**config.mk**
```make
export PLATFORM = sky130hd
export DESIGN_NAME = multicycle_control_flat
export DESIGN_NICKNAME = d
export VERILOG_FILES = /design/src/rtl/multicycle_control_if.sv /design/src/rtl/multicycle_control.sv /design/src/flat_wrapper.sv
export SDC_FILE = /design/constraint.sdc
export NUM_CORES = 1
export LEC_CHECK = 0
export CELL_PAD_IN_SITES_DETAIL_PLACEMENT = 1
export CELL_PAD_IN_SITES_GLOBAL_PLACEMENT = 1
export CORE_MARGIN = 3
export CORE_UTILIZATION = 30
export DETAILED_ROUTE_END_ITERATION = 8
export PLACE_DENSITY_LB_ADDON = 0.1
export SLEW_MARGIN = 20
export SYNTH_ARGS = -nofsm -noshare
export SYNTH_HDL_FRONTEND = slang
export SYNTH_SLANG_ARGS = --single-unit
export TNS_END_PERCENT = 10
```
**constraint.sdc**
```tcl
create_clock -name clk -period 5.5 [get_ports clk]
set_clock_uncertainty 0.2 [all_clocks]
set_input_delay 1.1 -clock clk [delete_from_list [all_inputs] [get_ports clk]]
set_output_delay 1.1 -clock clk [all_outputs]
set_load 0.005 [all_outputs]
```
**src/rtl/multicycle_control_if.sv**
```systemverilog
// Memory-side handshake of the multicycle controller: request, direction,
// address select and the acknowledge returned by memory.
interface multicycle_control_if;
  logic mem_req;
  logic mem_we;
  logic iord;
  logic mem_ready;

  modport master (
    output mem_req,
    output mem_we,
    output iord,
    input  mem_ready
  );

  modport slave (
    input  mem_req,
    input  mem_we,
    input  iord,
    output mem_ready
  );
endinterface

```
**src/rtl/multicycle_control.sv**
```systemverilog
// Multicycle control FSM: fetch/decode/execute/memory/writeback sequencing with
// sticky traps for illegal opcodes and memory-wait timeouts.
module multicycle_control #(
  parameter int ALUOP_W      = 3,
  parameter int MEM_WAIT_MAX = 15
) (
  input  logic                 clk,
  input  logic                 rst_n,
  input  logic                 start,
  input  logic [6:0]           opcode,
  multicycle_control_if.master mem,
  output logic                 ir_write,
  output logic                 pc_write,
  output logic                 reg_write,
  output logic                 alu_src,
  output logic                 mem_to_reg,
  output logic                 branch,
  output logic                 jump,
  output logic [ALUOP_W-1:0]   alu_op,
  output logic [2:0]           state,
  output logic                 retire,
  output logic                 illegal,
  output logic                 timeout
);

  localparam int CNT_W = $clog2(MEM_WAIT_MAX + 1);

  localparam logic [2:0] S_IDLE   = 3'd0;
  localparam logic [2:0] S_FETCH  = 3'd1;
  localparam logic [2:0] S_DECODE = 3'd2;
  localparam logic [2:0] S_EXEC   = 3'd3;
  localparam logic [2:0] S_MEM    = 3'd4;
  localparam logic [2:0] S_WB     = 3'd5;
  localparam logic [2:0] S_TRAP   = 3'd6;

  localparam logic [6:0] OP_LUI    = 7'b0110111;
  localparam logic [6:0] OP_AUIPC  = 7'b0010111;
  localparam logic [6:0] OP_JAL    = 7'b1101111;
  localparam logic [6:0] OP_BRANCH = 7'b1100011;
  localparam logic [6:0] OP_LOAD   = 7'b0000011;
  localparam logic [6:0] OP_STORE  = 7'b0100011;
  localparam logic [6:0] OP_OPIMM  = 7'b0010011;
  localparam logic [6:0] OP_OP     = 7'b0110011;

  localparam logic [CNT_W-1:0] WAIT_LIMIT = CNT_W'(MEM_WAIT_MAX);
  localparam logic [CNT_W-1:0] CNT_ZERO   = CNT_W'(0);
  localparam logic [CNT_W-1:0] CNT_ONE    = CNT_W'(1);

  function automatic logic is_legal(input logic [6:0] op);
    case (op)
      OP_LUI, OP_AUIPC, OP_JAL, OP_BRANCH,
      OP_LOAD, OP_STORE, OP_OPIMM, OP_OP: is_legal = 1'b1;
      default:                             is_legal = 1'b0;
    endcase
  endfunction

  function automatic logic [2:0] alu_code(input logic [6:0] op);
    case (op)
      OP_BRANCH: alu_code = 3'b001;
      OP_LOAD:   alu_code = 3'b010;
      OP_STORE:  alu_code = 3'b011;
      OP_OPIMM:  alu_code = 3'b100;
      OP_OP:     alu_code = 3'b101;
      OP_AUIPC:  alu_code = 3'b110;
      default:   alu_code = 3'b000;
    endcase
  endfunction

  logic [2:0]       state_r, state_nx_s;
  logic [6:0]       op_q_r, op_q_nx_s;
  logic [CNT_W-1:0] wait_cnt_r, wait_cnt_nx_s;
  logic             illegal_r, illegal_nx_s;
  logic             timeout_r, timeout_nx_s;
  logic             is_load_s, is_store_s, is_branch_s, is_jal_s;
  logic [2:0]       alu_code_s;

  assign is_load_s   = (op_q_r == OP_LOAD);
  assign is_store_s  = (op_q_r == OP_STORE);
  assign is_branch_s = (op_q_r == OP_BRANCH);
  assign is_jal_s    = (op_q_r == OP_JAL);
  assign alu_code_s  = alu_code(op_q_r);

  // Next-state logic; every entry into FETCH or MEM restarts the wait counter.
  always_comb begin
    state_nx_s    = state_r;
    op_q_nx_s     = op_q_r;
    wait_cnt_nx_s = wait_cnt_r;
    illegal_nx_s  = illegal_r;
    timeout_nx_s  = timeout_r;
    case (state_r)
      S_IDLE: begin
        if (start) begin
          state_nx_s    = S_FETCH;
          wait_cnt_nx_s = CNT_ZERO;
        end else begin
          state_nx_s = S_IDLE;
        end
      end
      S_FETCH, S_MEM: begin
        if (mem.mem_ready) begin
          if (state_r == S_FETCH) begin
            state_nx_s = S_DECODE;
          end else if (is_store_s) begin
            state_nx_s    = S_FETCH;
            wait_cnt_nx_s = CNT_ZERO;
          end else begin
            state_nx_s = S_WB;
          end
        end else if (wait_cnt_r == WAIT_LIMIT) begin
          state_nx_s   = S_TRAP;
          timeout_nx_s = 1'b1;
        end else begin
          wait_cnt_nx_s = wait_cnt_r + CNT_ONE;
        end
      end
      S_DECODE: begin
        op_q_nx_s = opcode;
        if (is_legal(opcode)) begin
          state_nx_s = S_EXEC;
        end else begin
          state_nx_s   = S_TRAP;
          illegal_nx_s = 1'b1;
        end
      end
      S_EXEC: begin
        if (is_load_s || is_store_s) begin
          state_nx_s    = S_MEM;
          wait_cnt_nx_s = CNT_ZERO;
        end else if (is_branch_s) begin
          state_nx_s    = S_FETCH;
          wait_cnt_nx_s = CNT_ZERO;
        end else begin
          state_nx_s = S_WB;
        end
      end
      S_WB: begin
        if (start) begin
          state_nx_s    = S_FETCH;
          wait_cnt_nx_s = CNT_ZERO;
        end else begin
          state_nx_s = S_IDLE;
        end
      end
      S_TRAP:  state_nx_s = S_TRAP;
      default: state_nx_s = S_TRAP;
    endcase
  end

  // State, latched opcode, wait counter and sticky trap causes.
  always_ff @(posedge clk or negedge rst_n) begin
    if (!rst_n) begin
      state_r    <= S_IDLE;
      op_q_r     <= 7'd0;
      wait_cnt_r <= CNT_ZERO;
      illegal_r  <= 1'b0;
      timeout_r  <= 1'b0;
    end else begin
      state_r    <= state_nx_s;
      op_q_r     <= op_q_nx_s;
      wait_cnt_r <= wait_cnt_nx_s;
      illegal_r  <= illegal_nx_s;
      timeout_r  <= timeout_nx_s;
    end
  end

  // Datapath controls depend only on state, op_q and mem_ready.
  always_comb begin
    mem.mem_req = 1'b0;
    mem.mem_we  = 1'b0;
    mem.iord    = 1'b0;
    ir_write    = 1'b0;
    pc_write    = 1'b0;
    reg_write   = 1'b0;
    alu_src     = 1'b0;
    mem_to_reg  = 1'b0;
    branch      = 1'b0;
    jump        = 1'b0;
    retire      = 1'b0;
    alu_op      = ALUOP_W'(3'b000);
    case (state_r)
      S_FETCH: begin
        mem.mem_req = 1'b1;
        ir_write    = mem.mem_ready;
      end
      S_EXEC: begin
        alu_src  = !(is_branch_s || (op_q_r == OP_OP));
        alu_op   = ALUOP_W'(alu_code_s);
        branch   = is_branch_s;
        pc_write = is_branch_s;
        retire   = is_branch_s;
        jump     = is_jal_s;
      end
      S_MEM: begin
        mem.mem_req = 1'b1;
        mem.iord    = 1'b1;
        mem.mem_we  = is_store_s;
        alu_op      = ALUOP_W'(alu_code_s);
        pc_write    = is_store_s && mem.mem_ready;
        retire      = is_store_s && mem.mem_ready;
      end
      S_WB: begin
        reg_write  = 1'b1;
        mem_to_reg = is_load_s;
        jump       = is_jal_s;
        pc_write   = 1'b1;
        retire     = 1'b1;
        alu_op     = ALUOP_W'(alu_code_s);
      end
      default: begin
        alu_op = ALUOP_W'(3'b000);
      end
    endcase
  end

  assign state   = state_r;
  assign illegal = illegal_r;
  assign timeout = timeout_r;

endmodule
```
**src/flat_wrapper.sv**
```systemverilog
// flat-port wrapper written by rule: the top's interface ports become plain ports
module multicycle_control_flat 
#(
  parameter int ALUOP_W      = 3,
  parameter int MEM_WAIT_MAX = 15
)
  (clk, rst_n, start, opcode, ir_write, pc_write, reg_write, alu_src, mem_to_reg, branch, jump, alu_op, state, retire, illegal, timeout, mem_mem_req, mem_mem_we, mem_iord, mem_mem_ready);
  multicycle_control_if mem_i ();
  input  logic clk;
  input  logic rst_n;
  input  logic start;
  input  logic [6:0] opcode;
  output logic ir_write;
  output logic pc_write;
  output logic reg_write;
  output logic alu_src;
  output logic mem_to_reg;
  output logic branch;
  output logic jump;
  output logic [ALUOP_W-1:0] alu_op;
  output logic [2:0] state;
  output logic retire;
  output logic illegal;
  output logic timeout;
  output wire logic [$bits(mem_i.mem_req)-1:0] mem_mem_req;
  output wire logic [$bits(mem_i.mem_we)-1:0] mem_mem_we;
  output wire logic [$bits(mem_i.iord)-1:0] mem_iord;
  input wire logic [$bits(mem_i.mem_ready)-1:0] mem_mem_ready;
  assign mem_mem_req = mem_i.mem_req;
  assign mem_mem_we = mem_i.mem_we;
  assign mem_iord = mem_i.iord;
  assign mem_i.mem_ready = mem_mem_ready;
  multicycle_control #(.ALUOP_W(ALUOP_W), .MEM_WAIT_MAX(MEM_WAIT_MAX)) u_core (.clk(clk), .rst_n(rst_n), .start(start), .opcode(opcode), .mem(mem_i), .ir_write(ir_write), .pc_write(pc_write), .reg_write(reg_write), .alu_src(alu_src), .mem_to_reg(mem_to_reg), .branch(branch), .jump(jump), .alu_op(alu_op), .state(state), .retire(retire), .illegal(illegal), .timeout(timeout));
endmodule
```
==> results of run 1 <==
[cell usage after synthesis (2+ instances only)]
cell type | n | area share, %
and2_1 | 2 | 1.0
xnor2_1 | 2 | 1.4
buf_2 | 2 | 0.83
nor3b_1 | 2 | 1.2
xor2_1 | 2 | 1.4
a21oi_1 | 5 | 2.1
a211oi_1 | 3 | 1.9
nand2_1 | 8 | 2.5
dfrtp_1 | 16 | 33
nand2b_1 | 6 | 3.1
nor3_1 | 3 | 1.2
nor4_1 | 2 | 1.0
nand3b_1 | 5 | 3.1
a31oi_1 | 3 | 1.5
nor2_1 | 9 | 2.8
mux2_2 | 7 | 6.5
nand4b_1 | 2 | 1.4
a211o_1 | 3 | 2.2
clkbuf_8 | 3 | 3.4
buf_4 | 2 | 1.2
nor2b_1 | 3 | 1.5
o21ai_0 | 5 | 2.1
o31ai_1 | 2 | 1.2
inv_1 | 3 | 0.93
[power groups by stage]
stage	Combinational, W	Clock (W)	Sequential (W)
after floorplan	0.000181	0	0.000193
after global placement	0.000179	0	0.000232
after detailed placement	0.000183	0	0.000235
after CTS	0.000184	0.000109	0.000232
after global routing	0.000203	0.000113	0.000244
final	0.000180	0.000105	0.000231
[area by class of cell]
| type | count | area (um^2) | area share, % |
|---|---|---|---|
| tap | 48 | 60.1 | 3.89 |
| multi-input combinational | 97 | 726 | 47.0 |
| inverter | 3 | 11.3 | 0.730 |
| clock buffer | 4 | 55.1 | 3.57 |
| sequential | 16 | 400 | 26.0 |
| timing repair buffer | 29 | 290 | 18.8 |
[routing by layer]
metal	part of all wire (%)	GRT usage [%]	routed length (um)
met1	50	18.9	1490
met3	4.5	2.61	134
met4	0.33	2.60	10
met5	0	0	0
met2	45	20.6	1350
[flip-flops by register name, indices dropped and copies added (netlist names)]
signal,cells
u_core.illegal,1
u_core.op_q_r,7
u_core.state,3
u_core.timeout,1
u_core.wait_cnt_r,4
[path summary, 6_finish.rpt]
path                                       from  cells past startpoint                    to  slack, ns
worst min register to register   u_core.timeout                      2        u_core.timeout       0.27
min in group asynchronous                 rst_n                      1       u_core.state[1]       1.08
worst max register to register  u_core.state[0]                      5  u_core.wait_cnt_r[0]       3.06
worst min-delay path             u_core.timeout                      2        u_core.timeout       0.27
max in group asynchronous                 rst_n                      1      u_core.op_q_r[2]       3.57
worst max-delay path            u_core.state[0]                      5             alu_op[2]       1.47
[per-stage QoR]
stage | cells | setup WS [ns] | hold WS [ns]
6_report | 197 | 1.47 | 0.274
5_1_grt | 197 | 1.26 | 0.308
4_1_cts | 197 | 1.46 | 0.284
3_5_place_dp | 193 | 1.57 | 0.256
3_3_place_gp | 193 | 1.60 | 0.254
2_1_floorplan | 125 | 2.57 | 0.259
[worst max-delay path: stages, from the launching register on]
cell and delay (ns):
dfrtp_1 0.80, nand3b_1 0.40, and2_1 0.30, nor4_1 0.28
and3_1 0.21, clkdlybuf4s50_1 0.50
[cells by family after synthesis]
| family | count (synthesis) |
|---|---|
| AND/OR/NAND/NOR | 52 |
| flip-flops | 16 |
| multiplexers | 9 |
| adder cells (fa/ha/maj) | 1 |
| AO/OA/AOI/OAI | 31 |
| buffers and inverters | 12 |
| XOR/XNOR | 4 |
==> flow_summary.yaml, run 1 <==
logic_synthesis:
  synth-adder-area-share_pct: 1.03
  synth-compound-area-share_pct: 19.7
  yosysSeqAreaShare_pct: 33.1
  synthMuxAreaShare_pct: 8.57
  async_reset_ff_share_pct: 100
  yosys.area_share.simple_pct: 27.7
  synth_edf_count: 0
  syn_area_um2: 1210
  synth-seq-cells: 16
  synth_xor_xnor_area_share_pct: 2.89
  yosysUniqueCellTypes: 49
  synth_cells: 125
  avgSynthCellArea_um2: 9.69
  synth_top_family_by_area: "simple AND/OR/NAND/NOR gates"
  synth_nets: 137
  synth-main-ff-cell: "dfrtp_1"
  ys_warn_count: 0
final_layout:
  final_nets: 162
  antennaDiodeCount: 0
  final_layout_size_suffix_gt1_share_pct: 14.8
  most-common-layout-cells: "clkdlybuf4s50_1, dfrtp_1, nor2_1"
  areaGrowthSynthToFinish_pct: 27.4
  fin_util_pct: 40.9
  design_area_um2: 1540
  final_common_cell: "clkdlybuf4s50_1"
  fill_cells: 435
pwr:
  total_power_w: 0.000516
  power.share.clock_pct: 20.3
  p_switching_w: 0.000185
  power.internal_w: 0.000332
  power.density_nw_per_um2: 335
  vdd_drop_max_v: 0.000150
  seqPwrFrac_pct: 44.8
  switching_share_pct: 35.8
  leakage_nw: 0.575
  pwr-share-comb_pct: 34.8
cts:
  cts_root_buffer: "clkbuf_8"
  ctsHoldBuffers: 0
  clk_latency_ns: 0.25
  numCtsBuffers: 3
  clkSlewWorstSetupHoldPaths_ns: 0.07
  clk_path_buf_depth: 2
  h-tree-depth: 1
  cts_setup_buffers: 0
  cts_sinks: 16
  cts_tree: "done"
  postCtsResizedCells: 0
worst_setup_path:
  cp-start-kind: "flop"
  endpoint_kind: "output pin"
  crit_type: "flop to output pin"
  arrival_ns: 2.73
  required_ns: 4.20
  worst-path-max-fanout: 20
route:
  first_pass_iters: 3
  dr_total_vias: 1011
  routed_wirelength_mm: 2.99
  route.detailed.drc: 0
  ant_nets: 0
  viasPerCell: 5.13
  wire_per_inst_um: 15.2
  drtIter0Drc: 47
sta:
  rsz0062_at_grt: "false"
  fin_crit_sh_pct: 73.3
  period_needed_ns: 4.03
  max-slew-margin-rel_pct: 51.8
  fmax_mhz: 248
  tns_ns: 0
  hold_viol_final: 0
  setup_viol: 0
  slew_violations: 0
  tightest_slew_ns: 0.720
grt:
  globalRouteOverflowTotal: 0
  grtUsageTotal_pct: 13.2
  grt_pass1_wl_mm: 5.35
  grt_max_degree: 21
  antenna_found_initial: 0
  grt_pass1_vias: 1112
place:
  gp_congestion: 0.736
  dpl_cell_area_um2: 1490
  io_buffers: 29
  hpwl_mm: 2.31
floorplanning:
  initial_core_util_pct: 32.1
  die_area_um2: 4840
  rows: 22
  die_h_um: 69.5
  die_w_um: 69.5
  core_um2: 3770
  pin_count: 30
outcome:
  status: "completed"
hold_path:
  hold_path.class: "flop to flop"
job:
  maxCapViolCount: 0
Note: power is estimated with default switching activity, not from simulation.
==> run 2, diff against run 1 <==
Clock period 5.5 ns to 4.2 ns, I/O delays scaled along.
==> run 2 against run 1 <==
  * Critical endpoint is now retire
  * Cell count increased by 1.0%
  * Sequential power is 22% higher
  * Critical path depth down 1
  * Routed wire length increased by 3.1%
  * Power is 28% higher
  * Global-route usage up 0.53 points
  * Sequential share of layout area is 0.15 points lower
  * Count of clock-buffer cells in the layout shrank 1
  * Clock power grew 7%
==> flow_summary.yaml, run 2 (same netlist as run 1, synthesis figures left out) <==
cts:
  clk_latency_ns: 0.24
  clk_path_buf_depth: 2
  ctsHoldBuffers: 0
  h-tree-depth: 1
  numCtsBuffers: 3
  cts_sinks: 16
  clkSlewWorstSetupHoldPaths_ns: 0.06
  cts_tree: "done"
  cts_setup_buffers: 0
  postCtsResizedCells: 0
  cts_root_buffer: "clkbuf_8"
final_layout:
  most-common-layout-cells: "clkdlybuf4s50_1, dfrtp_1, nor2_1"
  areaGrowthSynthToFinish_pct: 28.1
  antennaDiodeCount: 0
  final_layout_size_suffix_gt1_share_pct: 15.9
  largest-register: "u_core.op_q_r"
  fill_cells: 448
  largest_reg_flops: 7
  final_common_cell: "clkdlybuf4s50_1"
  final_nets: 165
route:
  first_pass_iters: 4
  drtIter0Drc: 41
  route.detailed.drc: 0
  routed_wirelength_mm: 3.08
  viasPerCell: 5.33
  wire_per_inst_um: 15.5
  ant_nets: 0
  dr_total_vias: 1060
floorplanning:
  pin_count: 30
  initial_core_util_pct: 32.1
  die_area_um2: 4840
  die_h_um: 69.5
  core_um2: 3770
  rows: 22
  die_w_um: 69.5
place:
  hpwl_mm: 2.38
  gp_congestion: 0.753
  io_buffers: 29
worst_setup_path:
  worst-path-max-fanout: 10
  arrival_ns: 2.38
  required_ns: 3.16
  rrSetupSlack_ns: 2.09
  endpoint_kind: "output pin"
  cp-start-kind: "input pin"
  crit_type: "input pin to output pin"
sta:
  hold_viol_final: 0
  tns_ns: 0
  rsz0062_at_grt: "false"
  fin_crit_sh_pct: 81.5
  fmax_mhz: 292
  setup_viol: 0
  slew_violations: 0
  period_needed_ns: 3.42
  max-slew-margin-rel_pct: 49.1
  tightest_slew_ns: 0.761
job:
  maxCapViolCount: 0
pwr:
  power.density_nw_per_um2: 426
  vdd_drop_max_v: 0.000192
  total_power_w: 0.000662
  leakage_nw: 0.582
grt:
  antenna_found_initial: 0
  globalRouteOverflowTotal: 0
  grt_pass1_wl_mm: 5.46
  grt_max_degree: 20
  grtUsageTotal_pct: 13.7
  grt_pass1_vias: 1130
outcome:
  status: "completed"
hold_path:
  hold_path.class: "flop to flop"
==> run 2: path summary, 6_finish.rpt <==
| check | from | to | cells past startpoint |
|---|---|---|---|
| setup reg to reg | u_core.op_q_r[2] | u_core.wait_cnt_r[0] | 5 |
| hold reg to reg | u_core.timeout | u_core.timeout | 2 |
| max in group asynchronous | rst_n | u_core.state[2] | 1 |
| hold / removal | u_core.timeout | u_core.timeout | 2 |
| setup / recovery | mem_mem_ready | retire | 4 |
| min in group asynchronous | rst_n | u_core.timeout | 1 |
==> run 2: per-stage QoR <==
step                hold WS (ns)  std cells  worst slack (ns)  utilization (%)  area, um^2
floorplan                  0.259        125              1.74                -        1210
global placement           0.253        196             0.831             40.0        1510
detailed placement         0.255        196             0.801             40.0        1510
CTS                        0.268        199             0.797             41.1        1550
global route               0.302        199             0.653             41.1        1550
finish                     0.265        199             0.778             41.1        1550
==> run 2: routing by layer <==
| metal | routed length, um | share of wire, % | up-vias | global-route usage [%] |
|---|---|---|---|---|
| met4 | 42 | 1.4 | 0 | 4.56 |
| met1 | 1550 | 50 | 519 | 19.8 |
| met3 | 100 | 3.2 | 5 | 1.59 |
| met5 | 0 | 0 | - | 0 |
| met2 | 1380 | 45 | 22 | 21.2 |
| li1 | - | - | 514 | - |
==> run 2: report_power, final <==
| group | internal (W) | switching [W] | leakage, nW | total [W] |
|---|---|---|---|---|
| Clock | 0.0000635 | 0.0000486 | 0.0216 | 0.000112 |
| Sequential | 0.000207 | 0.0000749 | 0.181 | 0.000282 |
| Combinational | 0.000150 | 0.000117 | 0.380 | 0.000267 |
==> run 2: cell type report <==
cell class / instances / area [um^2] / share of cell area, %
timing repair buffer: 32 / 313 / 20.2
multi-input combinational: 97 / 726 / 46.8
sequential: 16 / 400 / 25.8
inverter: 3 / 11.3 / 0.726
tap: 48 / 60.1 / 3.87
clock buffer: 3 / 41.3 / 2.66
==> run 2: critical path: stages <==
cell and delay (ns):
clkdlybuf4s50_1 0.68, a21oi_1 0.13, o22ai_1 0.19, clkdlybuf4s50_1 0.54
==> run 3, diff against run 2 <==
Clock period 4.2 ns to 3.4 ns, I/O delays scaled along.
==> run 3 against run 2 <==
  * Power increased by 30%
  * Largest power group unchanged
  * Register-to-register slack got worse by 0.80 ns
  * Highest routed layer unchanged
  * Critical endpoint unchanged
  * Design area increased by 1.9%
  * Cell count increased by 1.5%
  * Global-route usage decreased by 0.078 points
  * Non-clock buffer count increased by 2
  * Clock power increased by 57%
==> flow_summary.yaml, run 3 (same netlist as run 1, synthesis figures left out) <==
cts:
  clk_latency_ns: 0.26
  numCtsBuffers: 3
  postCtsResizedCells: 0
  cts_root_buffer: "clkbuf_8"
  cts_setup_buffers: 0
  h-tree-depth: 1
  clkSlewWorstSetupHoldPaths_ns: 0.06
  ctsHoldBuffers: 0
  cts_sinks: 16
  clk_path_buf_depth: 2
  cts_tree: "done"
worst_setup_path:
  endpoint_kind: "output pin"
  worst-path-max-fanout: 6
  crit_type: "flop to output pin"
  required_ns: 2.52
  path_buf_inv: 1
  critPathMaxStageDelay_ns: 0.53
  arrival_ns: 2.18
  slowest_stage: "clkdlybuf4s50_1"
  cp_cell_sequence: "and4bb_4, nand3b_1, nor2_1, a21oi_1, o22ai_1, clkdlybuf4s50_1"
  critPathTopFamily: "simple AND/OR/NAND/NOR gates"
  cp-start-kind: "flop"
  rrSetupSlack_ns: 1.29
grt:
  antenna_found_initial: 0
  grt_pass1_wl_mm: 5.40
  grt_max_degree: 20
  grtUsageTotal_pct: 13.6
  globalRouteOverflowTotal: 0
  grt_pass1_vias: 1110
floorplanning:
  rows: 22
  core_um2: 3770
  initial_core_util_pct: 32.1
  pin_count: 30
  die_w_um: 69.5
  die_area_um2: 4840
  die_h_um: 69.5
place:
  hpwl_mm: 2.54
  io_buffers: 29
  place_worst_setup_slack_ns: 0.558
  gp_congestion: 0.742
  dpl_cell_area_um2: 1530
sta:
  tns_ns: 0
  fmax_mhz: 327
  tightest_slew_ns: 0.788
  finalHoldWorstSlack_ns: 0.274
  rsz0062_at_grt: "false"
  slew_violations: 0
  setup_viol: 0
  max-slew-margin-rel_pct: 47.3
  hold_viol_final: 0
  period_needed_ns: 3.06
  fin_crit_sh_pct: 90.0
  postLayoutSetupSlackWorst_ns: 0.340
final_layout:
  most-common-layout-cells: "clkdlybuf4s50_1, dfrtp_1, nor2_1"
  antennaDiodeCount: 0
  largest-register: "u_core.op_q_r"
  final_common_cell: "clkdlybuf4s50_1"
  fin_util_pct: 41.9
  areaGrowthSynthToFinish_pct: 30.5
  largest_reg_flops: 7
  design_area_um2: 1580
  final_nets: 167
  final_layout_size_suffix_gt1_share_pct: 17.5
pwr:
  leakage_nw: 0.598
  vdd_drop_max_v: 0.000247
  power.density_nw_per_um2: 545
route:
  drtIter0Drc: 63
  first_pass_iters: 4
  route.detailed.drc: 0
  ant_nets: 0
  viasPerCell: 5.40
  dr_total_vias: 1091
  routed_wirelength_mm: 3.30
  wire_per_inst_um: 16.3
job:
  maxCapViolCount: 0
hold_path:
  hold_path.class: "flop to flop"
outcome:
  status: "completed"
[run 3: cell types whose count changed in the layout (fill, tap and decap cells not counted)]
cell	change
clkbuf_8	+1
buf_4	+2
[run 3: final timing paths]
| path | startpoint | endpoint | cells after the start |
|---|---|---|---|
| worst min register to register | u_core.illegal | u_core.illegal | 1 |
| min in group asynchronous | rst_n | u_core.state[1] | 1 |
| worst max register to register | u_core.state[2] | u_core.wait_cnt_r[0] | 6 |
| max in group asynchronous | rst_n | u_core.op_q_r[6] | 1 |
| worst max-delay path | u_core.op_q_r[2] | retire | 6 |
| worst min-delay path | u_core.illegal | u_core.illegal | 1 |
[run 3: layout make-up]
type	count	area, um^2
clock buffer	4	55.1
fill	441	2190
inverter	3	11.3
multi-input combinational	97	726
sequential	16	400
tap	48	60.1
timing repair buffer	34	328
[run 3: worst reg2reg max path: stages, from the launching register on]
cell and delay, ns:
dfrtp_1 0.42, buf_4 0.20, xnor2_1 0.32, nor2_1 0.12, a32oi_2 0.31, nand2_2 0.12
mux2_4 0.31
[run 3: metrics by stage]
stage | std cells | power, W
after floorplan | 125 | 0.000605
after global placement | 198 | 0.000673
after detailed placement | 198 | 0.000689
after CTS | 202 | 0.000867
after global routing | 202 | 0.000924
final | 202 | 0.000861
[run 3: per-layer routing]
layer,GRT usage [%],wire (um)
met1,19.2,1630
met5,0,0
met2,21.4,1520
met3,2.32,131
met4,3.90,17
[run 3: power by group]
group          switching [W]  internal (W)  total [W]
Combinational       0.000137      0.000186   0.000324
Clock              0.0000735      0.000103   0.000176
Sequential          0.000105      0.000256   0.000361
Total               0.000316      0.000545   0.000861
==> variant (flow settings as in run 2) <==
`MEM_WAIT_MAX` is set to 15 in 2 places; all go to 30.
--- a/src/rtl/multicycle_control.sv
+++ b/src/rtl/multicycle_control.sv
@@ -3,5 +3,5 @@
 module multicycle_control #(
   parameter int ALUOP_W      = 3,
-  parameter int MEM_WAIT_MAX = 15
+  parameter int MEM_WAIT_MAX = 30
 ) (
   input  logic                 clk,
--- a/src/flat_wrapper.sv
+++ b/src/flat_wrapper.sv
@@ -3,5 +3,5 @@
 #(
   parameter int ALUOP_W      = 3,
-  parameter int MEM_WAIT_MAX = 15
+  parameter int MEM_WAIT_MAX = 30
 )
   (clk, rst_n, start, opcode, ir_write, pc_write, reg_write, alu_src, mem_to_reg, branch, jump, alu_op, state, retire, illegal, timeout, mem_mem_req, mem_mem_we, mem_iord, mem_mem_ready);
Formal check against the unedited RTL: same outputs for any inputs over 10 cycles, from zero or initial values and one cycle with rst_n low; that may be too few to reach the edited logic, so the function may still have changed.
==> variant against run 2 <==
Sequential cell count is 1 higher. Synthesized area is 4.8% higher. First-iteration DRC count is 9.8% higher. Power fell by 3.2%. Setup slack got worse by 0.12 ns. Final area rose by 3.6%. Wire length is 11% higher. Sequential share of layout area rose by 0.65 points. Largest cell class unchanged.
==> variant: results (changes against run 2) <==
xor-xnor portion of the synthesized cell area - 2.07% (-0.82 points)
Static Leak - 0.611 nW (+5.0%)
via count - 1069 (+0.85%)
Synth area leaders - dfrtp_1, mux2_2, o21ai_0
Routed wire per std cell - 16.6 um (+7.2%)
met2 Usage GRT - 23.1% (+1.9 points)
Compound-Gate Fraction of Synth Area - 18.5% (-1.2 points)
P_clk - 125 uW (+12%)
Mapped Nets - 146 (+6.6%)
GRT Total Usage - 14.2% (+0.52 points)
overall routed net length - 3420 um (+11%)
Post-synth ARST share - 100% (unchanged)
HPWL Detailed - 2540 um (+7.1%)
placed standard-cell area - 1560 um2 (+3.4%)
P_int - 400 uW (-5.1%)
combinational power - 204 uW (-24%)
n_diodes - 0 (unchanged)
share of layout cells above drive strength 1 - 16.7% (+0.77 points)
IO Port Bufs - 29 (unchanged)
Slew @ Worst Pin - 0.800 ns (+0.0387 ns)
VDD IR max - 256 uV (+34%)
Synth top cells by count - dfrtp_1, nand2_1, o21ai_0
placed cells - 202 (+3.1%)
Crit path largest cell delay - 0.65 ns (-0.03 ns)
largest net degree at the start of global routing - 23 (+15%)
fill cell count - 467 (+4.2%)
global-route track usage on met3 - 3.27% (+1.7 points)
Crit Path Max Fanout - 9 (-1)
nets@finish - 170 (+3.0%)
initial antenna violation count - 0 (unchanged)
Global Route met1 Usage - 19.5% (-0.28 points)
mux contribution to synthesized area - 7.89% (-0.68 points)
Worst Path Arrival - 2.50 ns (+0.12 ns)
adder-cell area share of the yosys netlist - 1.97% (+0.94 points)
Iteration-0 DRC Markers - 45 (+9.8%)
P_sw - 241 uW (+0.25%)
status - completed
variant: final cells by class:
cell class              count  area [um2]  share of cell area, %
clock inverters             1        5.00                  0.311
multi-input cells          99         753                   46.8
flip-flops and latches     17         425                   26.5
repair buffers             30         298                   18.5
clock buffers               3        41.3                   2.57
well taps                  50        62.6                   3.89
inverters                   6        22.5                   1.40
variant: path summary, 6_finish.rpt:
kind                                  from                   end  slack, ns  depth (start not counted)
min in group asynchronous            rst_n       u_core.state[1]       0.85                          1
setup reg to reg           u_core.state[0]  u_core.wait_cnt_r[3]       2.07                          5
hold reg to reg             u_core.timeout        u_core.timeout       0.28                          1
max in group asynchronous            rst_n      u_core.op_q_r[5]       2.45                          1
setup / recovery             mem_mem_ready              ir_write       0.66                          4
hold / removal              u_core.timeout        u_core.timeout       0.28                          1
variant: routing by layer:
metal / part of all wire (%) / vias up
met5: 0 / -
met3: 3.8 / 2
met4: 0.58 / 0
li1: - / 535
met2: 46 / 17
met1: 49 / 515
